File: src/rtl/scratchpad_portb_arbiter.sv
`default_nettype none
// +----------------------------------------------------------------------------+
// | scratchpad_portb_arbiter: round-robin/locked-burst arbiter for Port B,     |
// | with registered issue and per-requester read-data return.  Rev 1.0         |
// +----------------------------------------------------------------------------+
module scratchpad_portb_arbiter #(
  parameter int NUM_REQ    = 4,
  parameter int ADDR_WIDTH = 13,
  parameter int DATA_WIDTH = 32,
  parameter int RD_LATENCY = 1
) (
  input  logic                           clk,
  input  logic                           rst_n,
  input  logic [NUM_REQ-1:0]             req_valid,
  output logic [NUM_REQ-1:0]             req_ready,
  input  logic [NUM_REQ-1:0]             req_we,
  input  logic [NUM_REQ-1:0]             req_lock,
  input  logic [NUM_REQ*ADDR_WIDTH-1:0]  req_addr,
  input  logic [NUM_REQ*DATA_WIDTH-1:0]  req_wdata,
  output logic [NUM_REQ-1:0]             rsp_valid,
  output logic [DATA_WIDTH-1:0]          rsp_data,
  output logic                           sp_en_b,
  output logic                           sp_we_b,
  output logic [ADDR_WIDTH-1:0]          sp_addr_b,
  output logic [DATA_WIDTH-1:0]          sp_din_b,
  input  logic [DATA_WIDTH-1:0]          sp_dout_b
);

  localparam int ID_W = (NUM_REQ > 1) ? $clog2(NUM_REQ) : 1;

  typedef enum logic [0:0] {
    ST_ARB    = 1'b0,
    ST_LOCKED = 1'b1
  } state_e;

  state_e                  state_q, state_d;
  logic [ID_W-1:0]         ptr_q, ptr_d;
  logic [ID_W-1:0]         owner_q, owner_d;
  logic                    sp_en_q, sp_en_d;
  logic                    sp_we_q, sp_we_d;
  logic [ADDR_WIDTH-1:0]   sp_addr_q, sp_addr_d;
  logic [DATA_WIDTH-1:0]   sp_din_q, sp_din_d;
  logic [ID_W-1:0]         iss_id_q, iss_id_d;
  logic [RD_LATENCY-1:0]            rd_vld_q, rd_vld_d;
  logic [RD_LATENCY-1:0][ID_W-1:0]  rd_id_q, rd_id_d;

  logic [ADDR_WIDTH-1:0]   addr_arr  [NUM_REQ];
  logic [DATA_WIDTH-1:0]   wdata_arr [NUM_REQ];
  logic                    grant_vld;
  logic [ID_W-1:0]         grant_idx;
  logic [ID_W:0]           cand;
  logic [ID_W-1:0]         grant_nxt;
  logic                    accept;

  for (genvar gi = 0; gi < NUM_REQ; gi++) begin : g_unpack
    assign addr_arr[gi]  = req_addr[gi*ADDR_WIDTH +: ADDR_WIDTH];
    assign wdata_arr[gi] = req_wdata[gi*DATA_WIDTH +: DATA_WIDTH];
  end

  // Rotating search starting at the pointer; a locked owner bypasses the search.
  always_comb begin
    grant_vld = 1'b0;
    grant_idx = '0;
    cand      = '0;
    if (state_q == ST_LOCKED) begin
      grant_vld = req_valid[owner_q];
      grant_idx = owner_q;
    end else begin
      for (int k = 0; k < NUM_REQ; k++) begin
        cand = {1'b0, ptr_q} + (ID_W+1)'(k);
        if (cand >= (ID_W+1)'(NUM_REQ)) cand = cand - (ID_W+1)'(NUM_REQ);
        if (!grant_vld && req_valid[cand[ID_W-1:0]]) begin
          grant_vld = 1'b1;
          grant_idx = cand[ID_W-1:0];
        end
      end
    end
  end

  always_comb begin
    req_ready = '0;
    if (grant_vld && rst_n) req_ready[grant_idx] = 1'b1;
  end

  assign accept    = |req_ready;
  assign grant_nxt = (grant_idx == ID_W'(NUM_REQ-1)) ? '0 : grant_idx + 1'b1;

  always_comb begin
    state_d = state_q;
    ptr_d   = ptr_q;
    owner_d = owner_q;
    if (accept) begin
      case (state_q)
        ST_ARB: begin
          ptr_d = grant_nxt;
          if (req_lock[grant_idx]) begin
            owner_d = grant_idx;
            state_d = ST_LOCKED;
          end
        end
        ST_LOCKED: begin
          if (!req_lock[grant_idx]) begin
            ptr_d   = grant_nxt;
            state_d = ST_ARB;
          end
        end
        default: state_d = ST_ARB;
      endcase
    end
  end

  always_comb begin
    sp_en_d   = accept;
    sp_we_d   = accept & req_we[grant_idx];
    sp_addr_d = accept ? addr_arr[grant_idx]  : sp_addr_q;
    sp_din_d  = accept ? wdata_arr[grant_idx] : sp_din_q;
    iss_id_d  = accept ? grant_idx : iss_id_q;
  end

  // Tag pipeline starts at the issue cycle so its tail lines up with sp_dout_b.
  always_comb begin
    rd_vld_d    = '0;
    rd_id_d     = rd_id_q;
    rd_vld_d[0] = sp_en_q & ~sp_we_q;
    rd_id_d[0]  = iss_id_q;
    for (int i = 1; i < RD_LATENCY; i++) begin
      rd_vld_d[i] = rd_vld_q[i-1];
      rd_id_d[i]  = rd_id_q[i-1];
    end
  end

  always_ff @(posedge clk or negedge rst_n) begin
    if (!rst_n) begin
      state_q   <= ST_ARB;
      ptr_q     <= '0;
      owner_q   <= '0;
      sp_en_q   <= 1'b0;
      sp_we_q   <= 1'b0;
      sp_addr_q <= '0;
      sp_din_q  <= '0;
      iss_id_q  <= '0;
      rd_vld_q  <= '0;
      rd_id_q   <= '0;
    end else begin
      state_q   <= state_d;
      ptr_q     <= ptr_d;
      owner_q   <= owner_d;
      sp_en_q   <= sp_en_d;
      sp_we_q   <= sp_we_d;
      sp_addr_q <= sp_addr_d;
      sp_din_q  <= sp_din_d;
      iss_id_q  <= iss_id_d;
      rd_vld_q  <= rd_vld_d;
      rd_id_q   <= rd_id_d;
    end
  end

  always_comb begin
    rsp_valid = '0;
    if (rd_vld_q[RD_LATENCY-1]) rsp_valid[rd_id_q[RD_LATENCY-1]] = 1'b1;
  end

  assign rsp_data  = sp_dout_b;
  assign sp_en_b   = sp_en_q;
  assign sp_we_b   = sp_we_q;
  assign sp_addr_b = sp_addr_q;
  assign sp_din_b  = sp_din_q;

endmodule
`default_nettype wire

File: config.mk
export PLATFORM = sky130hd
export DESIGN_NAME = scratchpad_portb_arbiter
export DESIGN_NICKNAME = d
export VERILOG_FILES = /design/src/rtl/scratchpad_portb_arbiter.sv
export SDC_FILE = /design/constraint.sdc
export NUM_CORES = 1
export LEC_CHECK = 0
export ABC_AREA = 0
export CAP_MARGIN = 20
export CORE_AREA = 2 2 122 124
export CTS_CLUSTER_SIZE = 12
export DETAILED_ROUTE_END_ITERATION = 16
export DIE_AREA = 0 0 124 126
export PLACE_DENSITY = 0.8
export SYNTH_ARGS = -nofsm -noshare
export SYNTH_HDL_FRONTEND = slang
export SYNTH_SLANG_ARGS = --single-unit
export TNS_END_PERCENT = 30
File: constraint.sdc
create_clock -name clk -period 8.3 [get_ports clk]
set_input_delay 2.49 -clock clk [delete_from_list [all_inputs] [get_ports clk]]
set_output_delay 2.49 -clock clk [all_outputs]
set_load 0.005 [all_outputs]
## Word level (Yosys, flattened, before mapping)

Cells that the tools add are included.

- Flip-flop bits (word level): 57
- Input port bits: 226
- Output and inout bits: 87
- Word-level logic and storage cells: 102

- $add $sub $neg: 8
- $lt $le $gt $ge: 14
- Equality and inequality tests: 2
- Multiplexer cells: 51
- Bitwise operators: 5
- Reduce and logical (&&, ||, !) cells: 12

Operators by type and width:

| operator | count |
|---|---|
| $bmux 32 s2 | 1 |
| $mux 32 | 2 |
| $mux 2 | 15 |
| $bmux 13 s2 | 1 |
| $mux 13 | 2 |
| $lt 2x3->1 const B | 7 |
| $mux 1 | 18 |
| $bmux 1 s2 | 7 |
| $ge 3x3->1 const B | 4 |
| $mux 4 | 2 |
| $sub 2x1->2 const B | 4 |
| $add 2x2->3 const B | 2 |
| $logic_and 1x1->1 | 6 |
| $demux 1 s2 | 2 |
| $ge 2x1->1 const B | 2 |
| $pmux 2 s2 | 1 |
| $reduce_or 4->1 | 1 |
| $add 2x1->3 const B | 1 |
| $ge 2x3->1 const B | 1 |
| $logic_not 1->1 | 3 |
| $not 2->3 | 1 |
| $reduce_and 3->1 | 1 |
| $add 2x1->2 const B | 1 |
| $and 1x1->1 | 2 |
| 4 further kinds | 5 |

## Logic depth before layout (Yosys ltp)

Gate-level depths: netlist of the first run.

- Word-level depth: 26
- Depth in mapped cells: 14
- Depth with buffers taken out: 9

## Worst setup path after synthesis of the first run

No wires, ideal clock.

- Path kind: input to output
- From: in req_valid[0]
- To: out req_ready[2]
- Arrival time: 3.941 ns
- Data required time: 5.810 ns
- Path slack: 1.869 ns
- Stages: 9
- Buffers on the path: 3
- Cell sequence: nor2b_1 o21a_1 or3_1 buf_6 inv_2 buf_6 buf_4 ha_1 and2_1

- Cells in the longest elaborated chain, start to end: 21
- Elaborated cells on any way between the ends: 36
- Classes of those cells: 2 x order compare; 26 x mux; 8 x reduce/logical

RTL lines:

| element | RTL line | RTL |
|---|---|---|
| from (decl) | 14 | `input logic [NUM_REQ-1:0] req_valid,` |
| $bmux 1 s2 | 72 | `if (!grant_vld && req_valid[cand[ID_W-1:0]]) begin` |
| $mux 1 (implied by the code) | 72 |  |
| $mux 1 | 72 |  |
| $mux 1 | 65 | `if (state_q == ST_LOCKED) begin` |
| $logic_not 1->1 | 72 |  |
| $logic_and 1x1->1 | 72 |  |
| $mux 1 | 72 |  |
| $mux 1 | 65 |  |
| [... 5 more ...] | n/a |  |
| $logic_and 1x1->1 | 72 |  |
| $mux 2 | 72 |  |
| $mux 2 | 65 |  |
| $lt 2x3->1 (implied by the code) / $ge 2x1->1 (equally long branches) | 82 | `if (grant_vld && rst_n) req_ready[grant_idx] = 1'b1;` |
| $logic_and 1x1->1 (implied by the code) | 82 |  |
| $mux 1 (implied by the code) | 82 |  |
| $demux 1 s2 | 82 |  |
| $mux 4 (*) | 82 |  |
| to (decl) | 15 | `output logic [NUM_REQ-1:0] req_ready,` |

Every way passes the cells marked *; elsewhere a longest branch is shown, timed or not. The select of a mux whose other input is x is not followed.

## Worst setup path in the final report of the first run

- From: in req_valid[0]
- To: out req_ready[0]

Same word-level chain as after synthesis.

==> impl_metrics.yaml, run 1 <==
floorplan:
  initial_utilization_pct: 28.6
  dieWidth_um: 124
  core_um2: 14300
  placement_rows: 44
  die_h_um: 126
  pin_count: 313
  fp.dieArea_um2: 15600
timing:
  setup_slack_ns: 0.874
  period_share_pct: 89.5
  final_total_negative_setup_slack_ns: 0
  timing_max_transition_violations_final: 0
  setup_skew_ns: 0.00748
  setup-violations-final: 0
  hold_violations: 0
  maxClockFrequency_mhz: 135
  timing.hold.ws_ns: 0.379
  worst_pin_slew_ns: 0.985
  worst_slew_margin_rel_pct: 34.3
  min_period_ns: 7.43
  rsz0062_at_grt: "no"
synthesis:
  synthesis.instances: 558
  synth_flop_cell: "dfrtp_1"
  post_synth.cell_area_avg_um2: 7.35
  synth_seq_cells: 57
  synth_nets: 785
  yosys_top_cell_by_area: "dfrtp_1"
  netlist_area_um2: 4100
  synth.top_cells.by_area: "dfrtp_1 (35%), nand2_1 (22%), and3_1 (14%)"
  post_synth_top_area_share_pct: 34.8
  synthArstFlopShare_pct: 100
  synth_seq_area_share_pct: 34.8
  synth_edf_count: 0
  synth_warnings: 0
  yosysUniqueCellTypes: 38
cells_and_area:
  flow.area_growth_from_synthesis_pct: 63.4
  fraction_of_layout_cells_with_a_size_suffix_above_1_pct: 4.51
  num_antenna_cells: 0
  final_nets: 977
min_path:
  min_from: "iss_id_q[0]"
  hold_path.class: "reg2reg"
  hold_worst_path_end: "rd_id_q[0]"
  holdPathStages: 0
placed_design:
  preCtsSetupSlack_ns: 0.883
  finalWeightedCongestion: 0.816
  place_hpwl_um: 9750
  numPortBuffers: 248
flow_run:
  max-cap-violations: 0
global_routing:
  grt_pass1_wl_um: 20900
  initial_antenna_violation_count: 0
  first_global_vias: 4391
  grt_start_max_net_pins: 96
  globalRouteOverflowTotal: 0
  grt_usage_pct: 17.2
clocking:
  clockRootBuffer: "clkbuf_16"
  worst_setup_hold_path_clk_slew_ns: 0.05
  cts-buffers-inserted: 9
  clockBufferDepth: 2
  cts_resized: 0
  number_of_hold_repair_buffers_added_at_the_cts_stage: 0
  tritoncts: "built"
  h-tree-depth: 3
  clkLatencyLatePin_ns: 0.33
  clock_sink_count: 57
  cts_post_setup_buffers_inserted: 0
routing:
  post-route-drc-count: 0
  detail-route-antenna-nets: 0
  drt_pass1_iterations: 4
  vias: 4460
  route.detailed.vias_per_inst: 4.75
  overall_routed_net_length_um: 13700
  wire_per_inst_um: 14.7
  detail_route.iter0.violations: 137
critical_path:
  timing.critical_path.cells: "clkdlybuf4s50_1 -> nor2b_1 -> o21ai_0 -> a32o_2 -> inv_1 -> buf_4 -> and3_1 -> clkdlybuf4s50_1"
  rr_startpoint: "ptr_q[0]"
  critPathLaunchType: "input pin"
  critPathArrivalTime_ns: 4.94
  critical-path-slowest-cell: "clkdlybuf4s50_1"
  critical-path-top-cell-by-count: "clkdlybuf4s50_1"
  crit_type: "in2out"
  reg2reg_setup_slack_ns: 4.98
  endpoint_kind: "primary output"
  r2r_cells: 9
  path_max_fanout: 49
  rr_endpoint: "owner_q[1]"
  worstPathRequired_ns: 5.81
  worst_path_largest_cell_delay_ns: 0.55
pwr:
  ir_drop_uv: 298
  report.power.total_mw: 2.28
  power_per_cell_area_nw_per_um2: 341
  leakage_nw: 3.08
status:
  run_status: "complete, no violations"
## cell type report
class | count | area (um^2)
fillers | 1412 | 7610
repair buffers | 255 | 2530
multi-input cells | 423 | 2200
flip-flops and latches | 57 | 1430
clock buffers | 12 | 256
well taps | 184 | 230
clock inverters | 3 | 40.0
inverters | 4 | 15.0
## Yosys cell counts, types with 2 or more instances
cell type	number
nand2_1	238
buf_6	2
inv_1	2
buf_4	40
dfrtp_1	57
buf_2	16
o31ai_1	45
a211o_1	2
and3_1	93
o31a_1	2
nor2_1	13
nor2b_1	4
clkbuf_1	16
o21ai_0	2
mux2_2	2
inv_2	2
## report_power, final
group	internal, mW	switching [mW]
Sequential	0.421	0.0867
Clock	0.246	0.125
Combinational	0.668	0.736
Total	1.33	0.947
## worst max-delay path by stage
stage / end / cells past startpoint / startpoint
floorplan: req_ready[2] / 9 / req_valid[0]
global placement: req_ready[0] / 8 / req_valid[0]
detailed placement: req_ready[0] / 8 / req_valid[0]
CTS: req_ready[0] / 8 / req_valid[0]
global route: req_ready[0] / 8 / req_valid[0]
finish: req_ready[0] / 8 / req_valid[0]
## per-layer routing
metal / wire, um / track usage, %
met3: 1170 / 4.44
met2: 6330 / 28.2
met5: 0 / 0
met4: 459 / 9.32
met1: 5790 / 20.3
## cell families (layout without fill, tap and decap cells)
kind of cell	Yosys count	after routing	share of synthesized area (%)
adders and majority gates	1	1	0.305
DFF	57	57	34.8
and+or+nand+nor	356	356	39.3
buffers and inverters	78	274	11.7
muxes	5	5	1.62
AOI/OAI and AO/OA	61	61	12.4
## stage by stage
step,utilization (%),std cells,instance area [um^2]
final,46.8,938,6700
after detailed placement,44.7,923,6400
after global placement,44.7,923,6400
after CTS,46.8,938,6700
after global routing,46.8,938,6700
after floorplan,-,558,4100
## critical path: cells and delay by family
kind            cells  cell delay, ns
compound gates      2            0.45
simple gates        2            0.46
buf+inv             4            1.53
## cell usage in the layout (no fill, tap or decap), drive strengths merged
cell and count:
and2 1, nand2 239, and2b 1, nand4b 1
a211o 2, or3 1, o21a 1, buf 8
a32o 1, a21o 1, a21boi 1, a211oi 1
a21oi 1, nor2 13, o31ai 46, clkdlybuf4s50 247
a2111oi 1, clkbuf 12, o31a 2, a311oi 1
nor2b 5, mux2 3, ha 1, inv 4
and3 93, nand3 1, a31oi 1, o21ai 2
mux2i 1, clkinv 2, bufinv 1, mux4 1
nor3b 1, dfrtp 57
## state kept, by name, indices dropped and copies added, names as in the netlist
| name | count |
|---|---|
| sp_addr_b | 13 |
| ptr_q | 2 |
| rd_vld_q | 1 |
| state_q | 1 |
| sp_din_b | 32 |
| iss_id_q | 2 |
| owner_q | 2 |
| sp_we_b | 1 |
| rd_id_q | 2 |
| sp_en_b | 1 |
Power figures use the tool's default switching activity.
==> inputs of run 2 (changes only) <==
- TNS_END_PERCENT: 30 -> unset
==> results of run 2 <==
No change in the layout: final DEF, timing and power equal those of run 1.
